===== src/rtl/mem_arbiter.sv =====
// rtl/mem_arbiter.sv - round-robin arbiter sharing one block memory between icache and dcache
module mem_arbiter #(
  parameter int c_block_size = 2,
  parameter int c_line_size  = 32,
  parameter int address_size = 32,
  localparam int BA = address_size - c_block_size - 2,
  localparam int BW = (2 ** c_block_size) * c_line_size
) (
  input  logic          clock,
  input  logic          reset,
  input  logic          i_read,
  input  logic [BA-1:0] i_address,
  output logic [BW-1:0] i_readdata,
  output logic          i_busywait,
  output logic          i_read_done,
  input  logic          d_read,
  input  logic          d_write,
  input  logic [BA-1:0] d_address,
  input  logic [BW-1:0] d_writedata,
  output logic [BW-1:0] d_readdata,
  output logic          d_busywait,
  output logic          d_read_done,
  output logic          d_write_done,
  output logic          m_read,
  output logic          m_write,
  output logic [BA-1:0] m_address,
  output logic [BW-1:0] m_writedata,
  input  logic [BW-1:0] m_readdata,
  input  logic          m_busywait,
  input  logic          m_read_done,
  input  logic          m_write_done
);

  typedef enum logic [1:0] {IDLE, SERVE_I, SERVE_D_RD, SERVE_D_WR} state_t;

  localparam logic GRANT_I = 1'b0;
  localparam logic GRANT_D = 1'b1;

  state_t        state, state_nx;
  logic          last_grant, last_grant_nx;
  logic          m_read_nx, m_write_nx;
  logic [BA-1:0] m_address_nx;
  logic [BW-1:0] m_writedata_nx;
  logic          d_req;

  // Completion is signalled only by the done pulses; busywait is informational.
  wire unused_m_busywait = m_busywait;

  assign d_req      = d_read | d_write;
  assign i_readdata = m_readdata;
  assign d_readdata = m_readdata;
  assign i_busywait = i_read & ~i_read_done;
  assign d_busywait = d_req & ~(d_read_done | d_write_done);

  always_ff @(posedge clock) begin
    if (reset) begin
      state       <= IDLE;
      last_grant  <= GRANT_I;
      m_read      <= 1'b0;
      m_write     <= 1'b0;
      m_address   <= '0;
      m_writedata <= '0;
    end else begin
      state       <= state_nx;
      last_grant  <= last_grant_nx;
      m_read      <= m_read_nx;
      m_write     <= m_write_nx;
      m_address   <= m_address_nx;
      m_writedata <= m_writedata_nx;
    end
  end

  always_comb begin
    state_nx       = state;
    last_grant_nx  = last_grant;
    m_read_nx      = m_read;
    m_write_nx     = m_write;
    m_address_nx   = m_address;
    m_writedata_nx = m_writedata;
    i_read_done    = 1'b0;
    d_read_done    = 1'b0;
    d_write_done   = 1'b0;

    case (state)
      IDLE: begin
        m_read_nx  = 1'b0;
        m_write_nx = 1'b0;
        // On a tie the side that was not served last wins; write beats read on the dcache side.
        if (i_read && (!d_req || last_grant == GRANT_D)) begin
          state_nx       = SERVE_I;
          m_read_nx      = 1'b1;
          m_address_nx   = i_address;
          m_writedata_nx = '0;
        end else if (d_req) begin
          m_address_nx   = d_address;
          m_writedata_nx = d_writedata;
          if (d_write) begin
            state_nx   = SERVE_D_WR;
            m_write_nx = 1'b1;
          end else begin
            state_nx  = SERVE_D_RD;
            m_read_nx = 1'b1;
          end
        end
      end
      SERVE_I: begin
        i_read_done = m_read_done & ~reset;
        if (m_read_done) begin
          state_nx      = IDLE;
          m_read_nx     = 1'b0;
          last_grant_nx = GRANT_I;
        end
      end
      SERVE_D_RD: begin
        d_read_done = m_read_done & ~reset;
        if (m_read_done) begin
          state_nx      = IDLE;
          m_read_nx     = 1'b0;
          last_grant_nx = GRANT_D;
        end
      end
      SERVE_D_WR: begin
        d_write_done = m_write_done & ~reset;
        if (m_write_done) begin
          state_nx      = IDLE;
          m_write_nx    = 1'b0;
          last_grant_nx = GRANT_D;
        end
      end
      default: begin
        state_nx   = IDLE;
        m_read_nx  = 1'b0;
        m_write_nx = 1'b0;
      end
    endcase
  end

endmodule


===== config.mk =====
export PLATFORM = sky130hd
export DESIGN_NAME = mem_arbiter
export DESIGN_NICKNAME = d
export VERILOG_FILES = /design/src/rtl/mem_arbiter.sv
export SDC_FILE = /design/constraint.sdc
export NUM_CORES = 1
export LEC_CHECK = 0
export CORE_AREA = 2 2 290 292
export DETAILED_ROUTE_END_ITERATION = 8
export DIE_AREA = 0 0 292 294
export PLACE_DENSITY_LB_ADDON = 0.1
export SETUP_SLACK_MARGIN = 0.15
export SLEW_MARGIN = 0
export SYNTH_ARGS = -nofsm -noshare
export SYNTH_HDL_FRONTEND = slang
export SYNTH_SLANG_ARGS = --single-unit

===== constraint.sdc =====
create_clock -name clock -period 2.2 [get_ports clock]
set_clock_uncertainty 0.2 [all_clocks]
set_input_delay 0.44 -clock clock [delete_from_list [all_inputs] [get_ports clock]]
set_output_delay 0.44 -clock clock [all_outputs]
set_load 0.02 [all_outputs]

==> metrics, run 1 <==
Worst Setup Start Kind flip-flop; FF+latch area 3230 sq um; most frequent cells after synthesis buf_4, dfxtp_1, nor2_1; io pins roughly 740; via count around 6500; pre-CTS setup slack -456 ps; Detail Route Antenna Nets 0; Synth Cell Area 7810 sq um; largest net degree at the start of global routing 73; WHS Endpoint m_writedata[34]$_SDFFE_PP0P_; Synth area leaders dfxtp_1, buf_4, a22oi_1, nor2_1, a21oi_1; share of the synthesized area in the top cell type 41.3%; Post-CTS Hold Fix Bufs 0; minimum clock period after layout around 2300 ps; CTS Sinks 161; Max Cap Viol 0; Num CTS Buffers 17; CP required 1560 ps; failing checks setup timing; endpoint class of the critical path primary output; drt via density a little over 3; Final HPWL DP between 30 and 40 mm; vias in the first global route about 6800; worst min path class in2reg; RSZ-0062 raised after global routing yes; flops & latches, synth 161; Worst slew margin between 30% and 40%; cell total after placement just over 2000; Slew Viols, Final 0; wire per inst 21.2 um; worst vdd ir 572 uV; f_max ~440 MHz; Die X slightly below 300 um; synth warn 0; area delta synth->final 52.8%; final routed DRC violation total 0; Clk Latency, worst-skew pair between 400 and 500 ps; Final Hold Viols 0; root buffer cell clkbuf_16; drt pass-1 iters 4; GR Util All Layers about a tenth; leakage approximately 4.8 nW; Setup CP Type reg2out; first-pass GRT wire length 57.9 mm; Die Area ~86000 sq um; final worst slack -87.5 ps; Post-Synthesis Cells 890; Non-Filler Instances about 2100; Reg2Reg Capture Point m_address[23]$_SDFFE_PP0P_; worst-margin pin slew ~940 ps; Worst Reg2Reg Path Length in Cells 10; # rows about 110; R2R setup slack ~240 ps; status complete, but fails checks; synth unique cells 32; First DRT Iteration DRCs 234; Overall Power about 15 mW; final wirelength 44.7 mm; starting density of the core 9.42%; Worst-path clk slew around 80 ps; Yosys top cell by area dfxtp_1; WHS Path Cells 3; core area between 80000 and 90000 sq um; Seq/Total Area, Yosys a little over 40%; Tcrit/Tclk final 104%; fillers approximately 9400; reg2reg start state[1]$_SDFFE_PP0P_; die height between 200 and 300 um; clk buf depth 2; Port Buffer Count approximately 350; CTS tree done; share of cells above drive strength 1 between 10% and 20%; critical path data arrival time about 1700 ps; final-stage net count 1334; pwr dens 1280 nW/um^2; area of the multi-input gates between 2000 and 3000 sq um; initial antenna violation count 8; synthesized area per cell roughly 8.8 sq um; GP Congestion between 0.6 and 0.7; Mapped Nets around 1200; number of synthesized flops with an enable pin 0; H-tree Lvls 4; HP Start reset; Top FF cell, synth dfxtp_1; hold slack 162 ps; final-report setup violation count 2; top-count cell post-synth buf_4; CP max FO 3; Async SR Flop Fraction 0%; grt ovf 0
## power breakdown
| group | internal, mW | switching (mW) | leakage (nW) |
|---|---|---|---|
| logic | 3.35 | 4.36 | 3.16 |
| registers | 3.76 | 0.438 | 1.33 |
| clock network | 1.64 | 1.67 | 0.295 |
| total | 8.74 | 6.47 | 4.78 |
## cell families after synthesis
logic type / count (synthesis) / synth area share (%)
simple gates: 209 / 10.7
mux: 1 / 0.128
compound gates: 197 / 18.6
buf+inv: 317 / 28.5
flops: 161 / 41.3
fa+ha+maj: 5 / 0.801
## worst max-delay path: stages (launching register included)
cell	delay (ps)
dfxtp_2	330
buf_6	130
ha_4	170
and3b_2	230
nor3_4	170
buf_6	140
## what timing repair did
item,4_1_cts,5_1_grt
setup endpoints to repair,166,151
cloned,0,5
setup buffers,0,1
gates resized for setup,193,43
pin swaps,2,13
## metrics by stage
stage          util [%]  TNS, ps  instance area (sq um)
2_1_floorplan         -        0                   7820
3_3_place_gp       13.4   -35200                  11100
3_5_place_dp       13.4   -35490                  11100
4_1_cts            14.0     -545                  11600
5_1_grt            14.4     -507                  11900
6_report           14.4     -126                  11900
## worst max-delay path by stage
stage	from	endpoint	slack (ps)	cells past startpoint
floorplan	reset	d_busywait	230	3
detailed placement	m_read_done	d_busywait	-460	6
global placement	m_read_done	d_busywait	-470	6
finish	state[0]$_SDFFE_PP0P_	d_busywait	-90	5
global route	state[0]$_SDFFE_PP0P_	d_busywait	-180	6
CTS	state[0]$_SDFFE_PP0P_	d_busywait	-170	5
## per-layer routing
metal	global-route usage (%)	wire, um	vias to the layer above
li1	-	-	3003
met1	8.27	13600	3003
met2	17.7	23000	440
met3	7.15	6520	87
met4	4.14	1380	16
met5	0.454	148	-
## layout make-up
cell class                 count  share of cell area (%)
timing repair buffer         414                    34.5
sequential                   161                    27.1
multi-input combinational    412                    21.9
tap                         1080                    11.3
clock buffer                  17                    3.57
clock inverter                15                    1.54
inverter                       3                   0.115
antenna                        1                  0.0210
## sequential cells by signal (all words and copies together), names as in the netlist
register	flops
state	2
m_read	1
m_address	28
m_writedata	128
last_grant	1
m_write	1
## cells in the final DEF, fill, tap and decap left out, types with 2 or more instances in the layout
| master | synthesis | routed |
|---|---|---|
| o21ai_4 | 0 | 2 |
| dlygate4sd2_1 | 0 | 158 |
| a22oi_1 | 128 | 112 |
| clkinv_8 | 0 | 3 |
| buf_6 | 2 | 6 |
| buf_4 | 262 | 39 |
| a211oi_2 | 10 | 11 |
| a21oi_2 | 0 | 9 |
| clkbuf_16 | 0 | 22 |
| nor2_1 | 161 | 161 |
| buf_12 | 0 | 15 |
| buf_16 | 0 | 2 |
| inv_8 | 0 | 4 |
| dfxtp_1 | 161 | 159 |
| a21oi_1 | 32 | 22 |
| clkdlybuf4s50_1 | 0 | 189 |
| ha_4 | 0 | 4 |
| inv_1 | 3 | 2 |
| nor2b_1 | 3 | 2 |
| inv_6 | 0 | 5 |
| a22oi_2 | 0 | 16 |
| nand2b_1 | 3 | 3 |
| nand2_1 | 31 | 31 |
| a211oi_1 | 19 | 18 |
(Power assumes the default switching activity.)
==> run 2, diff against run 1 <==
--- a/config.mk
+++ b/config.mk
@@ -5,9 +5,11 @@
 export SDC_FILE = /design/constraint.sdc
 export NUM_CORES = 1
 export LEC_CHECK = 0
-export CORE_AREA = 2 2 290 292
+export CELL_PAD_IN_SITES_DETAIL_PLACEMENT = 0
+export CELL_PAD_IN_SITES_GLOBAL_PLACEMENT = 1
+export CORE_AREA = 2 2 285 287
 export DETAILED_ROUTE_END_ITERATION = 8
-export DIE_AREA = 0 0 292 294
+export DIE_AREA = 0 0 287 289
 export PLACE_DENSITY_LB_ADDON = 0.1
 export SETUP_SLACK_MARGIN = 0.15
 export SLEW_MARGIN = 0
==> run 2 against run 1 <==
The run still ends with setup timing left. Critical path depth is 2 higher. Fmax down 1.4%. First-iteration DRC count down 9.8%. Utilization is 0.97 points higher. Combinational power increased by 7.3%. Total power grew 3.8%. Final area up 2.9%. Critical path type is now in2out. Largest power group unchanged.
==> metrics, run 2 (same netlist as run 1, synthesis figures left out) <==
worst path bufs/invs 5 (+3); core area 79900 sq um (-3.6%); leakage 4.89 nW (+2.3%); worst vdd ir 517 uV (-9.6%); GR Util All Layers 10.1% (+0.21 points); clock power share 20.9% (-0.9 points); Worst-path clk slew 90 ps (about the same); final routed DRC violation total 0 (unchanged); root buffer cell clkbuf_16; final wirelength 44.7 mm (about the same); area of the multi-input gates 2800 sq um (+7.2%); Slew Viols, Final 0 (unchanged); endpoint class of the critical path primary output; Cell Area, Placed 11200 sq um (+0.47%); pre-CTS setup slack -363 ps (+92.8 ps); final-stage net count 1349 (+1.1%); failing checks setup timing; Non-Filler Instances 2098 (-0.24%); wire per inst 21.3 um (+0.19%); Reg with most FFs m_writedata; Final Hold Viols 0 (unchanged); Largest delay share family, worst path buffers and inverters; commonest non-fill, non-tap cell in the layout clkdlybuf4s50_1; final instance area 12300 sq um (+2.9%); Worst slew margin 47.3% (+10 points); reg2reg start state[1]$_SDFFE_PP0P_; status complete, but fails checks; Max Cap Viol 0 (unchanged); Tcrit/Tclk final 105% (+1.5 points); vias in the first global route 7015 (+3.1%); critical path data arrival time 1680 ps (+30 ps); area delta synth->final 57.2%; f_max 431 MHz (-1.4%); critical path startpoint d_write; Overall Power 15.8 mW (+3.8%); largest net degree at the start of global routing 57 (-22%); final-report setup violation count 4 (+2); crit-path max cell delay 470 ps (+140 ps); share of cells above drive strength 1 20.0% (+4.7 points); worst min path class in2reg; pwr dens 1290 nW/um^2 (+0.90%); clk buf depth 2 (unchanged); drt via density 3.16 (+1.4%); initial antenna violation count 9 (+1); starting density of the core 9.77% (+0.35 points); CP max-delay cell clkdlybuf4s50_1; Die X 287 um (-1.7%); Clk Latency, worst-skew pair 480 ps (about the same); GP Congestion 0.657 (-3.5%); Net Sw Frac 43.1% (+0.54 points); CTS tree done; H-tree Lvls 4 (unchanged); sequential cell fraction of total power 26.8% (-0.8 points); post-route setup TNS -294 ps (-169 ps); Die Area 82900 sq um (-3.4%); # rows 104 (-1.9%); Critical Path Most Common Cell buf_4; fillers 9107 (-3.2%); worst path cell trace clkdlybuf4s50_1 > buf_4 > nor2_1 > buf_4 > buf_12 > nor3_4 > buf_6; cell-internal power 8.99 mW (+2.8%); hold slack 261 ps (+98.7 ps); Detail Route Antenna Nets 0 (unchanged); Setup CP Type in2out; Port Buffer Count 353 (unchanged); die height 289 um (-1.7%); Worst Setup Start Kind primary input; io pins 739 (unchanged); grt ovf 0 (unchanged); sw power 6.80 mW (+5.1%); Largest register FFs 128 (unchanged); final worst slack -120 ps (-32.9 ps); RSZ-0062 raised after global routing yes; post-layout util 15.4% (+0.97 points); via count 6622 (+1.1%); most frequent cells in the layout clkdlybuf4s50_1, nor2_1, dfxtp_1, dlygate4sd2_1, a22oi_1; First DRT Iteration DRCs 211 (-9.8%); power share of the combinational group 52.3% (+1.6 points); FF+latch area 3230 sq um (about the same); cell total after placement 2052 (-0.58%); first-pass GRT wire length 57.8 mm (-0.31%); Num CTS Buffers 17 (unchanged); Final HPWL DP 33.5 mm (-2.9%); Top Registers m_writedata x128, m_address x28, state x2; worst-margin pin slew 791 ps (-150 ps); CP max FO 3 (unchanged); drt pass-1 iters 4 (unchanged); HP Start reset; CP required 1560 ps (about the same); minimum clock period after layout 2320 ps (+32.9 ps); CTS Sinks 161 (unchanged)
==> run 2: repair_timing <==
item | CTS | global route
pin swaps | 3 | 7
setup buffers | 1 | 5
hold buffers | 0 | 0
cloned | 0 | 7
endpoints found under the setup margin | 163 | 112
resized for setup | 192 | 77
==> run 2: worst reg2reg max path, cell delays in order (launching register included) <==
cell       delay, ps
dfxtp_4          390
inv_4             40
buf_4            120
buf_4            120
ha_2             200
buf_4            170
nor2b_4          130
buf_12           170
clkbuf_16        170
nor2_1           120
a211oi_2          60
==> run 2: routing by layer <==
metal | global-route usage [%] | wire, um
met5 | 0.227 | 98
met4 | 4.78 | 1660
met3 | 5.61 | 4870
met2 | 17.8 | 22900
met1 | 9.55 | 15200
==> run 2: area by class of cell <==
cell class | instances | share of cell area (%)
Clock buffer | 17 | 3.47
Inverter | 3 | 0.112
Clock inverter | 15 | 1.50
Sequential cell | 161 | 26.3
Tap cell | 1060 | 10.8
Antenna cell | 1 | 0.0204
Timing Repair Buffer | 429 | 35.0
Multi-Input combinational cell | 412 | 22.8
==> run 2: power by group through the flow <==
stage	clock (mW)	sequential, mW	combinational (mW)
final	3.29	4.24	8.27
after CTS	3.56	4.21	7.48
after floorplan	0	5.21	3.39
after global routing	3.62	4.35	8.95
after detailed placement	0	4.26	7.90
after global placement	0	4.26	7.98
==> run 2: worst paths after layout <==
check	endpoint	slack, ps	depth (start not counted)
worst min-delay path	m_writedata[68]$_SDFFE_PP0P_	260	3
worst max-delay path	d_busywait	-120	7
worst max register to register	m_address[16]$_SDFFE_PP0P_	170	10
worst min register to register	m_write$_SDFFE_PP0P_	270	2
==> run 3, diff against run 2 <==
--- a/config.mk
+++ b/config.mk
@@ -8,6 +8,7 @@
 export CELL_PAD_IN_SITES_DETAIL_PLACEMENT = 0
 export CELL_PAD_IN_SITES_GLOBAL_PLACEMENT = 1
 export CORE_AREA = 2 2 285 287
+export CTS_CLUSTER_SIZE = 30
 export DETAILED_ROUTE_END_ITERATION = 8
 export DIE_AREA = 0 0 287 289
 export PLACE_DENSITY_LB_ADDON = 0.1
==> results of run 3 <==
Same layout as run 2: the final DEF is identical, and so are final timing and power.
